**config.mk**
```make
export PLATFORM = sky130hd
export DESIGN_NAME = unified_mem_arbiter
export DESIGN_NICKNAME = d
export VERILOG_FILES = /design/src/rtl/unified_mem_arb_pkg.sv /design/src/rtl/unified_mem_arb_pick.sv /design/src/rtl/unified_mem_arbiter.sv
export SDC_FILE = /design/constraint.sdc
export NUM_CORES = 1
export LEC_CHECK = 0
export ABC_CLOCK_PERIOD_IN_PS = 1880
export CORE_ASPECT_RATIO = 1.4
export CORE_MARGIN = 2
export CORE_UTILIZATION = 37
export DETAILED_ROUTE_END_ITERATION = 12
export PLACE_DENSITY = 0.76
export SYNTH_ARGS = -nofsm -noshare
export SYNTH_HDL_FRONTEND = slang
export SYNTH_SLANG_ARGS = --single-unit
```
**constraint.sdc**
```tcl
create_clock -name Clk -period 1.88 [get_ports Clk]
set_input_delay 0.188 -clock Clk [delete_from_list [all_inputs] [get_ports Clk]]
set_output_delay 0.188 -clock Clk [all_outputs]
set_load 0.01 [all_outputs]
```
**src/rtl/unified_mem_arb_pkg.sv**
```systemverilog
// Shared types and constants for the unified memory arbiter.
// Optional feature: define ARB_RR_EN for round-robin arbitration (default: data priority).
package unified_mem_arb_pkg;

  typedef enum logic [1:0] {
    IDLE = 2'd0,
    BUSY = 2'd1,
    RESP = 2'd2
  } state_e;

  typedef enum logic {
    GNT_I = 1'b0,
    GNT_D = 1'b1
  } gnt_e;

  localparam int unsigned CNT_W = 4;

endpackage

```
**src/rtl/unified_mem_arb_pick.sv**
```systemverilog
// Combinational winner selection between the fetch and data ports.
// ARB_RR_EN: round-robin on conflict; otherwise data always beats fetch.
module unified_mem_arb_pick
  import unified_mem_arb_pkg::*;
(
  input  logic i_req_i,
  input  logic d_req_i,
  input  logic i_cancel_i,
`ifdef ARB_RR_EN
  input  gnt_e last_gnt_i,
`endif
  output logic valid_o,
  output gnt_e gnt_o
);

  logic i_ok;

  // A fetch being cancelled in the same cycle is not eligible
  assign i_ok    = i_req_i & ~i_cancel_i;
  assign valid_o = i_ok | d_req_i;

  // Pick the winner; only meaningful when valid_o is high
  always_comb begin
    gnt_o = GNT_I;
`ifdef ARB_RR_EN
    if (d_req_i && (!i_ok || (last_gnt_i == GNT_I))) gnt_o = GNT_D;
`else
    if (d_req_i) gnt_o = GNT_D;
`endif
  end

endmodule

```
**src/rtl/unified_mem_arbiter.sv**
```systemverilog
// Arbiter sharing one fixed-latency single-port memory between IF and MEM stages.
// Optional feature: define ARB_RR_EN for round-robin arbitration (default: data priority).
module unified_mem_arbiter
  import unified_mem_arb_pkg::*;
#(
  parameter int unsigned MEM_LAT = 2,
  parameter int unsigned ADDR_W  = 32,
  parameter int unsigned DATA_W  = 32
) (
  input  logic              Clk,
  input  logic              Clrn,
  input  logic              i_req,
  input  logic [ADDR_W-1:0] i_addr,
  input  logic              i_cancel,
  output logic              i_ack,
  output logic [DATA_W-1:0] i_rdata,
  input  logic              d_req,
  input  logic              d_we,
  input  logic [ADDR_W-1:0] d_addr,
  input  logic [DATA_W-1:0] d_wdata,
  output logic              d_ack,
  output logic [DATA_W-1:0] d_rdata,
  output logic              mem_en,
  output logic              mem_we,
  output logic [ADDR_W-1:0] mem_addr,
  output logic [DATA_W-1:0] mem_wdata,
  input  logic [DATA_W-1:0] mem_rdata
);

  localparam logic [CNT_W-1:0] CntInit = CNT_W'(MEM_LAT - 1);

  state_e            state_q, state_d;
  gnt_e              gnt_q, pick_gnt;
  logic              pick_valid;
  logic [CNT_W-1:0]  cnt_q;
  logic              cancel_q;
  logic              we_q;
  logic [ADDR_W-1:0] addr_q;
  logic [DATA_W-1:0] wdata_q;
  logic [DATA_W-1:0] i_rdata_q;
  logic [DATA_W-1:0] d_rdata_q;
`ifdef ARB_RR_EN
  gnt_e              last_q;
`endif

  unified_mem_arb_pick u_pick (
    .i_req_i    (i_req),
    .d_req_i    (d_req),
    .i_cancel_i (i_cancel),
`ifdef ARB_RR_EN
    .last_gnt_i (last_q),
`endif
    .valid_o    (pick_valid),
    .gnt_o      (pick_gnt)
  );

  // State register
  always_ff @(posedge Clk or negedge Clrn) begin
    if (!Clrn) state_q <= IDLE;
    else       state_q <= state_d;
  end

  // Next-state: one grant, MEM_LAT busy cycles, one response cycle
  always_comb begin
    state_d = state_q;
    case (state_q)
      IDLE:    if (pick_valid) state_d = BUSY;
      BUSY:    if (cnt_q == '0) state_d = RESP;
      RESP:    state_d = IDLE;
      default: state_d = IDLE;
    endcase
  end

  // Request latch, latency counter, cancel flag and read-data capture
  always_ff @(posedge Clk or negedge Clrn) begin
    if (!Clrn) begin
      gnt_q     <= GNT_I;
      cnt_q     <= '0;
      cancel_q  <= 1'b0;
      we_q      <= 1'b0;
      addr_q    <= '0;
      wdata_q   <= '0;
      i_rdata_q <= '0;
      d_rdata_q <= '0;
    end else begin
      case (state_q)
        IDLE: begin
          if (pick_valid) begin
            gnt_q    <= pick_gnt;
            cnt_q    <= CntInit;
            cancel_q <= 1'b0;
            addr_q   <= (pick_gnt == GNT_D) ? d_addr : i_addr;
            we_q     <= (pick_gnt == GNT_D) && d_we;
            wdata_q  <= d_wdata;
          end
        end
        BUSY: begin
          // The access itself always completes; only the ack is dropped
          if ((gnt_q == GNT_I) && i_cancel) cancel_q <= 1'b1;
          if (cnt_q != '0) begin
            cnt_q <= cnt_q - 1'b1;
          end else if (gnt_q == GNT_I) begin
            i_rdata_q <= mem_rdata;
          end else if (!we_q) begin
            // Stores leave the previous load data untouched
            d_rdata_q <= mem_rdata;
          end
        end
        default: ;
      endcase
    end
  end

`ifdef ARB_RR_EN
  // Remember the most recent winner for round-robin
  always_ff @(posedge Clk or negedge Clrn) begin
    if (!Clrn)                                last_q <= GNT_I;
    else if ((state_q == IDLE) && pick_valid) last_q <= pick_gnt;
  end
`endif

  // Outputs decoded from registered state only (acks also honour a late fetch cancel)
  always_comb begin
    mem_en    = (state_q == BUSY);
    mem_we    = (state_q == BUSY) && we_q;
    mem_addr  = addr_q;
    mem_wdata = wdata_q;
    i_ack     = (state_q == RESP) && (gnt_q == GNT_I) && !cancel_q && !i_cancel;
    d_ack     = (state_q == RESP) && (gnt_q == GNT_D);
    i_rdata   = i_rdata_q;
    d_rdata   = d_rdata_q;
  end

endmodule

```
; ---- Word-level counts from Yosys, hierarchy flattened
; Cells that the tools add are included.
[word_totals]
regBits = 137
latchBits = 0
mem_bits_rw = 0
romBits = 0
input_bits = 134
out_inout_bits = 132
wordCells = 52
mem_count = 0
[classes]
add_sub_neg = 1
n_mul = 0
div_mod_pow = 0
order_cmp = 0
eq_ne = 6
shifts = 0
muxes = 11
bitwise_logic = 6
n_reduce_logical = 19
[ops]
columns = operator, count
row1 = 32-bit 2-to-1 mux, 1
row2 = 3-bit AND reduction, 3
row3 = 4-bit 2-to-1 mux, 2
row4 = 4-bit case mux with 2 select lines, 1
row5 = 1-bit logical AND, 7
row6 = 2-bit by 1-bit != test with 1-bit output (second input constant), 3
row7 = 4-bit logical NOT, 1
row8 = 2-bit 2-to-1 mux, 2
row9 = 1-bit inverter, 4
row10 = 2-bit case mux with 2 select lines, 1
row11 = 2-bit AND reduction, 2
row12 = 4-bit AND reduction, 1
row13 = 4-bit nonzero test, 1
row14 = 4-bit by 1-bit subtractor with 4-bit output (second input constant), 1
row15 = 1-bit 2-to-1 mux, 3
row16 = 2-bit by 1-bit == test with 1-bit output (second input constant), 1
row17 = 2-bit == test (second input constant), 1
row18 = 1-bit logical NOT, 2
row19 = 2-bit logical NOT, 1
row20 = 2-bit != test (second input constant), 1
row21 = 1-bit case mux with 2 select lines, 1
row22 = 2-bit nonzero test, 1
row23 = 1-bit bitwise AND, 1
row24 = 1-bit bitwise OR, 1

; ---- Depth between registers and ports, before layout
; Gate-level depths: netlist (run 1).
[depth]
depth_word = 5
mapped_depth = 7
mapped_depth_nobuf = 5

; ---- Modules after synthesis
; A second synthesis (run 1) with hierarchy kept.
[unflattened]
hier_cells = 460
area_unflattened_um2 = 5642.9
[modules_own_cells]
columns = module, instances, cells_per_inst, area_each_um2, seq_area_each_um2
row1 = unified_mem_arbiter, 1, 457, 5624.1, 3428.3
row2 = unified_mem_arb_pick, 1, 3, 18.8, 0.0

; ---- Worst setup path before layout (run 1)
; No wires, ideal clock.
[synth_timing]
kind = reg-to-reg
startpoint = reg cnt_q[0]
endpoint = reg i_rdata_q[10] (netlist: i_rdata[10])
setup_time_ps = 125
t_arrival_ps = 1923
required_time_ps = 1755
setup_slack_ps = -169
stages_incl_launch_ff = 8
path_buffers = 2
synth_period_minus_slack_ps = 2049
path_cell_list = dfrtp_1 -> inv_1 -> ha_1 -> or3b_4 -> or3_1 -> buf_6 -> buf_12 -> mux2_4
[synth_via]
elab_chain_cells = 3
[synth_lines]
columns = item, line_no
row1 = start: declaration, unified_mem_arbiter.sv:35  ; logic [CNT_W-1:0] cnt_q;
row2 = start signal: assignment, unified_mem_arbiter.sv:90  ; cnt_q <= CntInit;
row3 = start signal: assignment, unified_mem_arbiter.sv:101  ; cnt_q <= cnt_q - 1'b1;
row4 = 4-bit nonzero test, unified_mem_arbiter.sv:100  ; if (cnt_q != '0) begin
row5 = 1-bit inverter (no line), -
row6 = 3-bit AND reduction (no line), -
row7 = end signal: assignment, unified_mem_arbiter.sv:103  ; i_rdata_q <= mem_rdata;
row8 = end: declaration, unified_mem_arbiter.sv:40  ; logic [DATA_W-1:0] i_rdata_q;
; Every way passes these cells.
; A chain may end at the register's enable or synchronous reset.

; ---- Worst setup path in the final report (run 1)
[layout_timing]
startpoint = reg cnt_q[0]
endpoint = reg i_rdata_q[22] (netlist: i_rdata[22])
; Same word-level chain as after synthesis.

==> run_summary.xml, run 1 <==
<?xml version="1.0" encoding="UTF-8"?>
<metrics>
  <group name="worst_hold_path">
    <metric name="worst_hold_path_type" unit="">input pin to async pin</metric>
  </group>
  <group name="timing">
    <metric name="maximum_clock_skew_at_final_layout" unit="ps">11.36</metric>
    <metric name="grt_setup_unrepaired" unit="">true</metric>
    <metric name="hold_viol_final" unit="">0</metric>
    <metric name="slew-limit-headroom" unit="%">70.83</metric>
    <metric name="maximum_clock_frequency" unit="MHz">493.9</metric>
    <metric name="min_period" unit="ps">2025</metric>
    <metric name="fin_ws" unit="ps">-144.7</metric>
    <metric name="timing.final.setup_violations" unit="">32</metric>
    <metric name="totalNegativeSetupSlack" unit="ps">-4075</metric>
    <metric name="timing_worst_slew_pin_value" unit="ps">437.5</metric>
    <metric name="final.period_utilization" unit="%">107.7</metric>
    <metric name="max_slew_violation_total_from_the_final_report" unit="">0</metric>
  </group>
  <group name="clock_tree">
    <metric name="clock_latency" unit="ps">400</metric>
    <metric name="cts_root_buf" unit="">clkbuf_16</metric>
    <metric name="clock_sinks" unit="">137</metric>
    <metric name="clockBufferDepth" unit="">2</metric>
    <metric name="clkSlewWorstSetupHoldPaths" unit="ps">60</metric>
    <metric name="cts_inserted_buffers" unit="">17</metric>
    <metric name="cts_tree" unit="">done</metric>
    <metric name="h-tree-depth" unit="">4</metric>
  </group>
  <group name="global_route">
    <metric name="global_route.usage.total" unit="%">18.72</metric>
    <metric name="number_of_antenna_violations_at_the_first_check_in_global_routing" unit="">0</metric>
    <metric name="grt_pass1_vias" unit="">4655</metric>
    <metric name="grt_remaining_overflow" unit="">0</metric>
    <metric name="grt_first_pass_wirelength" unit="um">23680</metric>
    <metric name="grt_start_max_net_pins" unit="">51</metric>
  </group>
  <group name="power_and_ir_drop">
    <metric name="combPwrFrac" unit="%">46.9</metric>
    <metric name="switching_fraction" unit="%">30.37</metric>
    <metric name="power_frac_seq" unit="%">33.5</metric>
    <metric name="power_per_cell_area" unit="mW/mm^2">1700</metric>
    <metric name="cell_internal_pwr" unit="uW">11100</metric>
    <metric name="leakage" unit="uW">0.004025</metric>
    <metric name="power.ir.vdd_worst" unit="mV">0.8321</metric>
    <metric name="power.share.clock" unit="%">19.6</metric>
    <metric name="switching_component_of_the_power" unit="uW">4841</metric>
  </group>
  <group name="critical_path">
    <metric name="r2r_start" unit="">cnt_q[0]</metric>
    <metric name="critical_path.reg2reg.endpoint" unit="">i_rdata[22]</metric>
    <metric name="crit_end" unit="">i_rdata[22]</metric>
    <metric name="worst_setup_path_end_kind" unit="">flip-flop</metric>
    <metric name="required" unit="ps">2170</metric>
    <metric name="worst_setup_path_startpoint" unit="">cnt_q[0]</metric>
    <metric name="reg2reg_slack" unit="ps">-140</metric>
    <metric name="crit_arrival" unit="ps">2310</metric>
    <metric name="critical_path_class" unit="">flip-flop to flip-flop</metric>
    <metric name="timing.critical_path.fanout_max" unit="">16</metric>
    <metric name="critical_path.startpoint_type" unit="">flip-flop</metric>
    <metric name="worst-r2r-cell-count" unit="">6</metric>
  </group>
  <group name="floorplanning">
    <metric name="dieArea" unit="sq mm">0.01654</metric>
    <metric name="start_util" unit="%">37.96</metric>
    <metric name="dieWidth" unit="um">109.3</metric>
    <metric name="core_area" unit="sq mm">0.01512</metric>
    <metric name="die_height" unit="um">151.4</metric>
    <metric name="pin_count" unit="">266</metric>
    <metric name="num_rows" unit="">53</metric>
  </group>
  <group name="synth">
    <metric name="synthesis.instances" unit="">357</metric>
    <metric name="distinct_cell_type_count_after_synthesis" unit="">33</metric>
    <metric name="synth.yosys.seq_area_share" unit="%">59.73</metric>
    <metric name="netlist_area" unit="sq mm">0.005739</metric>
    <metric name="warnings_synthesis" unit="">0</metric>
    <metric name="synthesis.area_per_instance" unit="sq um">16.08</metric>
    <metric name="ys_ff_latch" unit="">137</metric>
    <metric name="postSynthNetCount" unit="">492</metric>
  </group>
  <group name="place">
    <metric name="dp_hpwl" unit="um">11230</metric>
    <metric name="gp_congestion" unit="">0.7968</metric>
    <metric name="port_buffers" unit="">265</metric>
  </group>
  <group name="drt">
    <metric name="routed_wire_length_per_instance" unit="um">17.91</metric>
    <metric name="drt.antenna.violating_nets" unit="">0</metric>
    <metric name="vias" unit="">4091</metric>
    <metric name="drtPass1Iterations" unit="">4</metric>
    <metric name="route.detailed.drc" unit="">0</metric>
    <metric name="via_per_inst" unit="">4.807</metric>
    <metric name="routed_wl" unit="um">15240</metric>
    <metric name="drt_iter0_drc" unit="">116</metric>
  </group>
  <group name="layout">
    <metric name="finish.net_count" unit="">782</metric>
    <metric name="post_route_cells_drive_above_1_share" unit="%">33.84</metric>
    <metric name="postLayoutCoreUtil" unit="%">62.02</metric>
    <metric name="synthToLayoutAreaGrowth" unit="%">63.40</metric>
    <metric name="multi_input_comb_area" unit="sq mm">0.002185</metric>
    <metric name="commonest_cells_after_routing_fill_and_taps_aside" unit="">clkdlybuf4s50_1 (260), dfrtp_1 (136), mux2_2 (130), mux2_4 (30), clkbuf_16 (17)</metric>
    <metric name="diodes" unit="">0</metric>
    <metric name="final_common_cell" unit="">clkdlybuf4s50_1</metric>
    <metric name="regArea" unit="sq mm">0.003430</metric>
    <metric name="n_fill_cell" unit="">1180</metric>
  </group>
  <group name="outcome">
    <metric name="status" unit="">finished with violations</metric>
    <metric name="failing_checks" unit="">negative setup slack</metric>
  </group>
  <group name="job">
    <metric name="max_cap_viols" unit="">0</metric>
  </group>
</metrics>
==> cell usage after synthesis <==
cell / number / share of area (%)
mux2i_1: 1 / 0.17
nor2_1: 4 / 0.26
mux2_2: 130 / 26
ha_1: 1 / 0.22
nor3b_1: 1 / 0.13
nor3_1: 3 / 0.26
a22o_1: 1 / 0.15
dfrtp_1: 137 / 60
and3_1: 2 / 0.22
buf_6: 1 / 0.20
or3b_4: 1 / 0.20
o41ai_1: 1 / 0.15
a32o_1: 1 / 0.17
o22ai_1: 1 / 0.11
o21ai_0: 1 / 0.087
buf_2: 11 / 0.96
o31ai_1: 1 / 0.13
mux2_4: 30 / 7.8
a21boi_0: 1 / 0.13
a31oi_1: 2 / 0.22
or3_1: 1 / 0.11
nand4b_1: 2 / 0.31
buf_1: 1 / 0.065
nand3b_1: 1 / 0.13
buf_12: 3 / 1.0
a21oi_1: 1 / 0.087
inv_1: 6 / 0.39
and2_1: 1 / 0.11
nand2b_1: 2 / 0.22
clkbuf_1: 2 / 0.13
a211oi_1: 1 / 0.13
nand2_1: 4 / 0.26
a211o_1: 1 / 0.15
==> what timing repair did <==
action	in CTS	in global routing
buffers inserted	2	0
endpoints found under the hold margin	44	0
hold buffers	1	0
resized for setup	11	1
endpoints found under the setup margin	35	33
gates cloned	2	0
==> cells by family (layout without fill, tap and decap cells) <==
| kind of cell | Yosys count | count (layout) | share of synthesized area, % |
|---|---|---|---|
| AO/OA/AOI/OAI | 12 | 12 | 1.526 |
| adder cells (fa/ha/maj) | 1 | 1 | 0.2180 |
| buffers and inverters | 24 | 326 | 2.790 |
| flip-flops | 137 | 137 | 59.73 |
| multiplexers | 161 | 161 | 33.53 |
| AND/OR/NAND/NOR | 22 | 22 | 2.202 |
==> through the flow <==
| step | worst slack (ps) | total power, uW | hold slack (ps) | instance area, sq um | cells |
|---|---|---|---|---|---|
| 6_report | -144.7 | 15940 | 292.2 | 9378 | 851 |
| 5_1_grt | -178.8 | 16830 | 309.2 | 9378 | 851 |
| 4_1_cts | -133.4 | 16120 | 286.4 | 9375 | 851 |
| 3_5_place_dp | -271.6 | 12810 | 148.7 | 8728 | 815 |
| 3_3_place_gp | -204.2 | 12520 | 150.5 | 8728 | 815 |
| 2_1_floorplan | -159.8 | 8656 | -107.6 | 5742 | 357 |
==> power by group through the flow <==
stage / Sequential [uW] / Clock, uW / Combinational, uW
after floorplan: 5940 / 0 / 2720
after global placement: 5290 / 0 / 7230
after detailed placement: 5370 / 0 / 7440
after CTS: 5350 / 3190 / 7580
after global routing: 5520 / 3340 / 7970
final: 5330 / 3130 / 7480
==> cell type report <==
| cell class | instances | area share (%) |
|---|---|---|
| clock buffers | 18 | 4.576 |
| clock inverters | 13 | 1.294 |
| repair buffers | 289 | 31.46 |
| flip-flops and latches | 137 | 36.57 |
| well taps | 192 | 2.562 |
| inverters | 6 | 0.2402 |
| multi-input cells | 196 | 23.30 |
==> worst min-delay path by stage <==
stage / endpoint / slack (ps) / from
2_1_floorplan: cancel_q / -110 / Clrn
3_3_place_gp: i_rdata[13] / 150 / Clrn
3_5_place_dp: i_rdata[14] / 150 / Clrn
4_1_cts: i_rdata[14] / 290 / Clrn
5_1_grt: d_rdata[14] / 310 / Clrn
6_report: d_rdata[14] / 290 / Clrn
==> flip-flops by register name, summed over array words and instances (netlist names) <==
name / count
mem_wdata: 32
we_q: 1
gnt_q: 1
d_rdata: 32
mem_addr: 32
cnt_q: 4
state_q: 2
i_rdata: 32
cancel_q: 1
==> critical path, cell delays in order, from the launching register on <==
cell     delay (ps)
dfrtp_1         400
inv_2            90
ha_4            130
or3b_4          370
or3_4           410
buf_16          200
mux2_4          300
==> layer usage <==
layer	share of wire, %	global-route usage [%]	vias to the layer above
met5	0	0	-
met2	55	35.09	174
li1	-	-	1865
met3	7.6	6.196	14
met1	35	19.61	2038
met4	1.6	5.380	0
(Power assumes the default switching activity.)
==> run 2, diff against run 1 <==
--- a/config.mk
+++ b/config.mk
@@ -7,10 +7,11 @@
 export LEC_CHECK = 0
 export ABC_CLOCK_PERIOD_IN_PS = 1880
 export CORE_ASPECT_RATIO = 1.4
-export CORE_MARGIN = 2
+export CORE_MARGIN = 3
 export CORE_UTILIZATION = 37
+export CTS_BUF_LIST = sky130_fd_sc_hd__clkbuf_8 sky130_fd_sc_hd__clkbuf_16
 export DETAILED_ROUTE_END_ITERATION = 12
-export PLACE_DENSITY = 0.76
+export PLACE_DENSITY_LB_ADDON = 0.05
 export SYNTH_ARGS = -nofsm -noshare
 export SYNTH_HDL_FRONTEND = slang
 export SYNTH_SLANG_ARGS = --single-unit
==> run 2 against run 1 <==
- the run still ends with negative setup slack left
- cell count up 1.3%
- die area up 3.2%
- sequential power about the same
- highest routed layer unchanged
- utilization up 1.1 points
- combinational power up 3.3%
==> run_summary.xml, run 2 (synthesized netlist as in run 1, its figures left out) <==
<?xml version="1.0" encoding="UTF-8"?>
<metrics>
  <group name="outcome">
    <metric name="status" unit="">finished with violations</metric>
    <metric name="failing_checks" unit="">negative setup slack</metric>
  </group>
  <group name="floorplanning">
    <metric name="pin_count" unit="">266</metric>
    <metric name="start_util" unit="%">37.96</metric>
    <metric name="die_height" unit="um">153.4</metric>
    <metric name="core_area" unit="sq mm">0.01512</metric>
    <metric name="dieArea" unit="sq mm">0.01706</metric>
    <metric name="dieWidth" unit="um">111.3</metric>
    <metric name="num_rows" unit="">53</metric>
  </group>
  <group name="clock_tree">
    <metric name="h-tree-depth" unit="">4</metric>
    <metric name="clock_sinks" unit="">137</metric>
    <metric name="cts_tree" unit="">done</metric>
    <metric name="clockBufferDepth" unit="">2</metric>
    <metric name="clkSlewWorstSetupHoldPaths" unit="ps">60</metric>
    <metric name="cts_inserted_buffers" unit="">17</metric>
    <metric name="clock_latency" unit="ps">410</metric>
    <metric name="cts_root_buf" unit="">clkbuf_16</metric>
  </group>
  <group name="global_route">
    <metric name="grt_remaining_overflow" unit="">0</metric>
    <metric name="grt_start_max_net_pins" unit="">44</metric>
    <metric name="global_route.usage.total" unit="%">18.46</metric>
    <metric name="grt_first_pass_wirelength" unit="um">24870</metric>
    <metric name="grt_pass1_vias" unit="">4643</metric>
    <metric name="number_of_antenna_violations_at_the_first_check_in_global_routing" unit="">0</metric>
  </group>
  <group name="timing">
    <metric name="min_period" unit="ps">2027</metric>
    <metric name="slew-limit-headroom" unit="%">71.05</metric>
    <metric name="maximum_clock_skew_at_final_layout" unit="ps">4.858</metric>
    <metric name="final.period_utilization" unit="%">107.8</metric>
    <metric name="fin_ws" unit="ps">-147.1</metric>
    <metric name="timing_worst_slew_pin_value" unit="ps">434.2</metric>
    <metric name="timing.final.setup_violations" unit="">32</metric>
    <metric name="grt_setup_unrepaired" unit="">true</metric>
    <metric name="maximum_clock_frequency" unit="MHz">493.3</metric>
    <metric name="max_slew_violation_total_from_the_final_report" unit="">0</metric>
    <metric name="hold_viol_final" unit="">0</metric>
  </group>
  <group name="layout">
    <metric name="finish.net_count" unit="">794</metric>
    <metric name="commonest_cells_after_routing_fill_and_taps_aside" unit="">clkdlybuf4s50_1 (260), dfrtp_1 (137), mux2_2 (129), mux2_4 (31), buf_4 (23)</metric>
    <metric name="postLayoutCoreUtil" unit="%">63.09</metric>
    <metric name="synthToLayoutAreaGrowth" unit="%">66.21</metric>
    <metric name="final_common_cell" unit="">clkdlybuf4s50_1</metric>
    <metric name="post-route-cell-area" unit="sq mm">0.009539</metric>
    <metric name="post_route_cells_drive_above_1_share" unit="%">34.63</metric>
    <metric name="diodes" unit="">0</metric>
  </group>
  <group name="critical_path">
    <metric name="critical_path.startpoint_type" unit="">flip-flop</metric>
    <metric name="timing.critical_path.fanout_max" unit="">8</metric>
    <metric name="critical_path_class" unit="">flip-flop to flip-flop</metric>
    <metric name="worst_setup_path_end_kind" unit="">flip-flop</metric>
    <metric name="crit_arrival" unit="ps">2320</metric>
    <metric name="required" unit="ps">2170</metric>
  </group>
  <group name="power_and_ir_drop">
    <metric name="power.ir.vdd_worst" unit="mV">0.7668</metric>
    <metric name="leakage" unit="uW">0.004125</metric>
    <metric name="power_per_cell_area" unit="mW/mm^2">1699</metric>
  </group>
  <group name="drt">
    <metric name="drtPass1Iterations" unit="">4</metric>
    <metric name="route.detailed.drc" unit="">0</metric>
    <metric name="routed_wire_length_per_instance" unit="um">18.40</metric>
    <metric name="vias" unit="">4119</metric>
    <metric name="routed_wl" unit="um">15860</metric>
    <metric name="via_per_inst" unit="">4.778</metric>
    <metric name="drt_iter0_drc" unit="">163</metric>
    <metric name="drt.antenna.violating_nets" unit="">0</metric>
  </group>
  <group name="place">
    <metric name="port_buffers" unit="">265</metric>
    <metric name="gp_congestion" unit="">0.7485</metric>
    <metric name="dp_hpwl" unit="um">11350</metric>
    <metric name="placement.cell_area" unit="sq mm">0.008766</metric>
  </group>
  <group name="worst_hold_path">
    <metric name="worst_hold_path_type" unit="">input pin to async pin</metric>
  </group>
  <group name="job">
    <metric name="max_cap_viols" unit="">0</metric>
  </group>
</metrics>
run 2: cell types whose count changed in the layout (fill, tap and decap cells not counted), sizes merged:
| cell | delta |
|---|---|
| buf | +9 |
| bufinv | +1 |
| clkbuf | +4 |
| clkinv | +1 |
| clkinvlp | -2 |
| dlygate4sd2 | +1 |
| dlymetal6s2s | -1 |
| inv | -2 |
run 2: path summary, 6_finish.rpt:
check,startpoint,end,slack (ps),depth (start not counted)
min in group Clk,d_wdata[3],mem_wdata[3],390,2
max in group asynchronous,Clrn,d_rdata[0],960,3
hold / removal,Clrn,i_rdata[26],280,2
hold reg to reg,d_rdata[19],d_rdata[19],500,1
setup / recovery,cnt_q[0],i_rdata[8],-150,6
setup reg to reg,cnt_q[0],i_rdata[8],-150,6
run 2: critical path: stages, from the launching register on:
cell       delay [ps]
dfrtp_1           400
inv_2              90
ha_4              130
or3b_4            370
or3_4             430
clkbuf_16         210
mux2_4            290
run 2: repair_timing:
| action | in CTS | in global routing |
|---|---|---|
| setup endpoints to repair | 36 | 64 |
| pin swaps | 0 | 1 |
| hold buffers | 1 | 0 |
| endpoints found under the hold margin | 39 | 0 |
| cloned | 2 | 3 |
| resized for setup | 11 | 3 |
| setup buffers | 5 | 2 |
run 2: cell type report:
cell class / instances / area, sq um
flip-flops and latches: 137 / 3428
repair buffers: 301 / 3093
multi-input cells: 196 / 2195
well taps: 192 / 240.2
inverters: 6 / 22.52
fillers: 1215 / 5580
clock inverters: 11 / 107.6
clock buffers: 19 / 452.9
run 2: report_power, final:
| part | total [uW] | leakage, uW | internal (uW) | switching (uW) |
|---|---|---|---|---|
| sequential | 5300 | 0.00161 | 4480 | 820 |
| clock | 3180 | 0.000283 | 1980 | 1200 |
| combinational | 7730 | 0.00223 | 4980 | 2750 |
run 2: per-layer routing:
| metal | vias to the layer above | share of wire (%) | track usage, % |
|---|---|---|---|
| met1 | 2051 | 36 | 19.53 |
| met5 | - | 0 | 0 |
| met2 | 161 | 54 | 33.25 |
| met3 | 16 | 8.6 | 8.356 |
| li1 | 1891 | - | - |
| met4 | 0 | 1.0 | 4.696 |
run 2: through the flow:
stage               setup WS [ps]  TNS (ps)  total power, uW  instances  hold WS, ps
finish                     -147.1     -4131            16210        862        277.1
floorplan                  -159.8     -4793             8656        357       -107.6
global placement           -194.5     -6085            12670        820        151.9
global route               -185.8     -5541            17120        862        306.7
CTS                        -127.4     -3631            16260        858        278.5
detailed placement         -239.5     -7395            12870        820        144.6
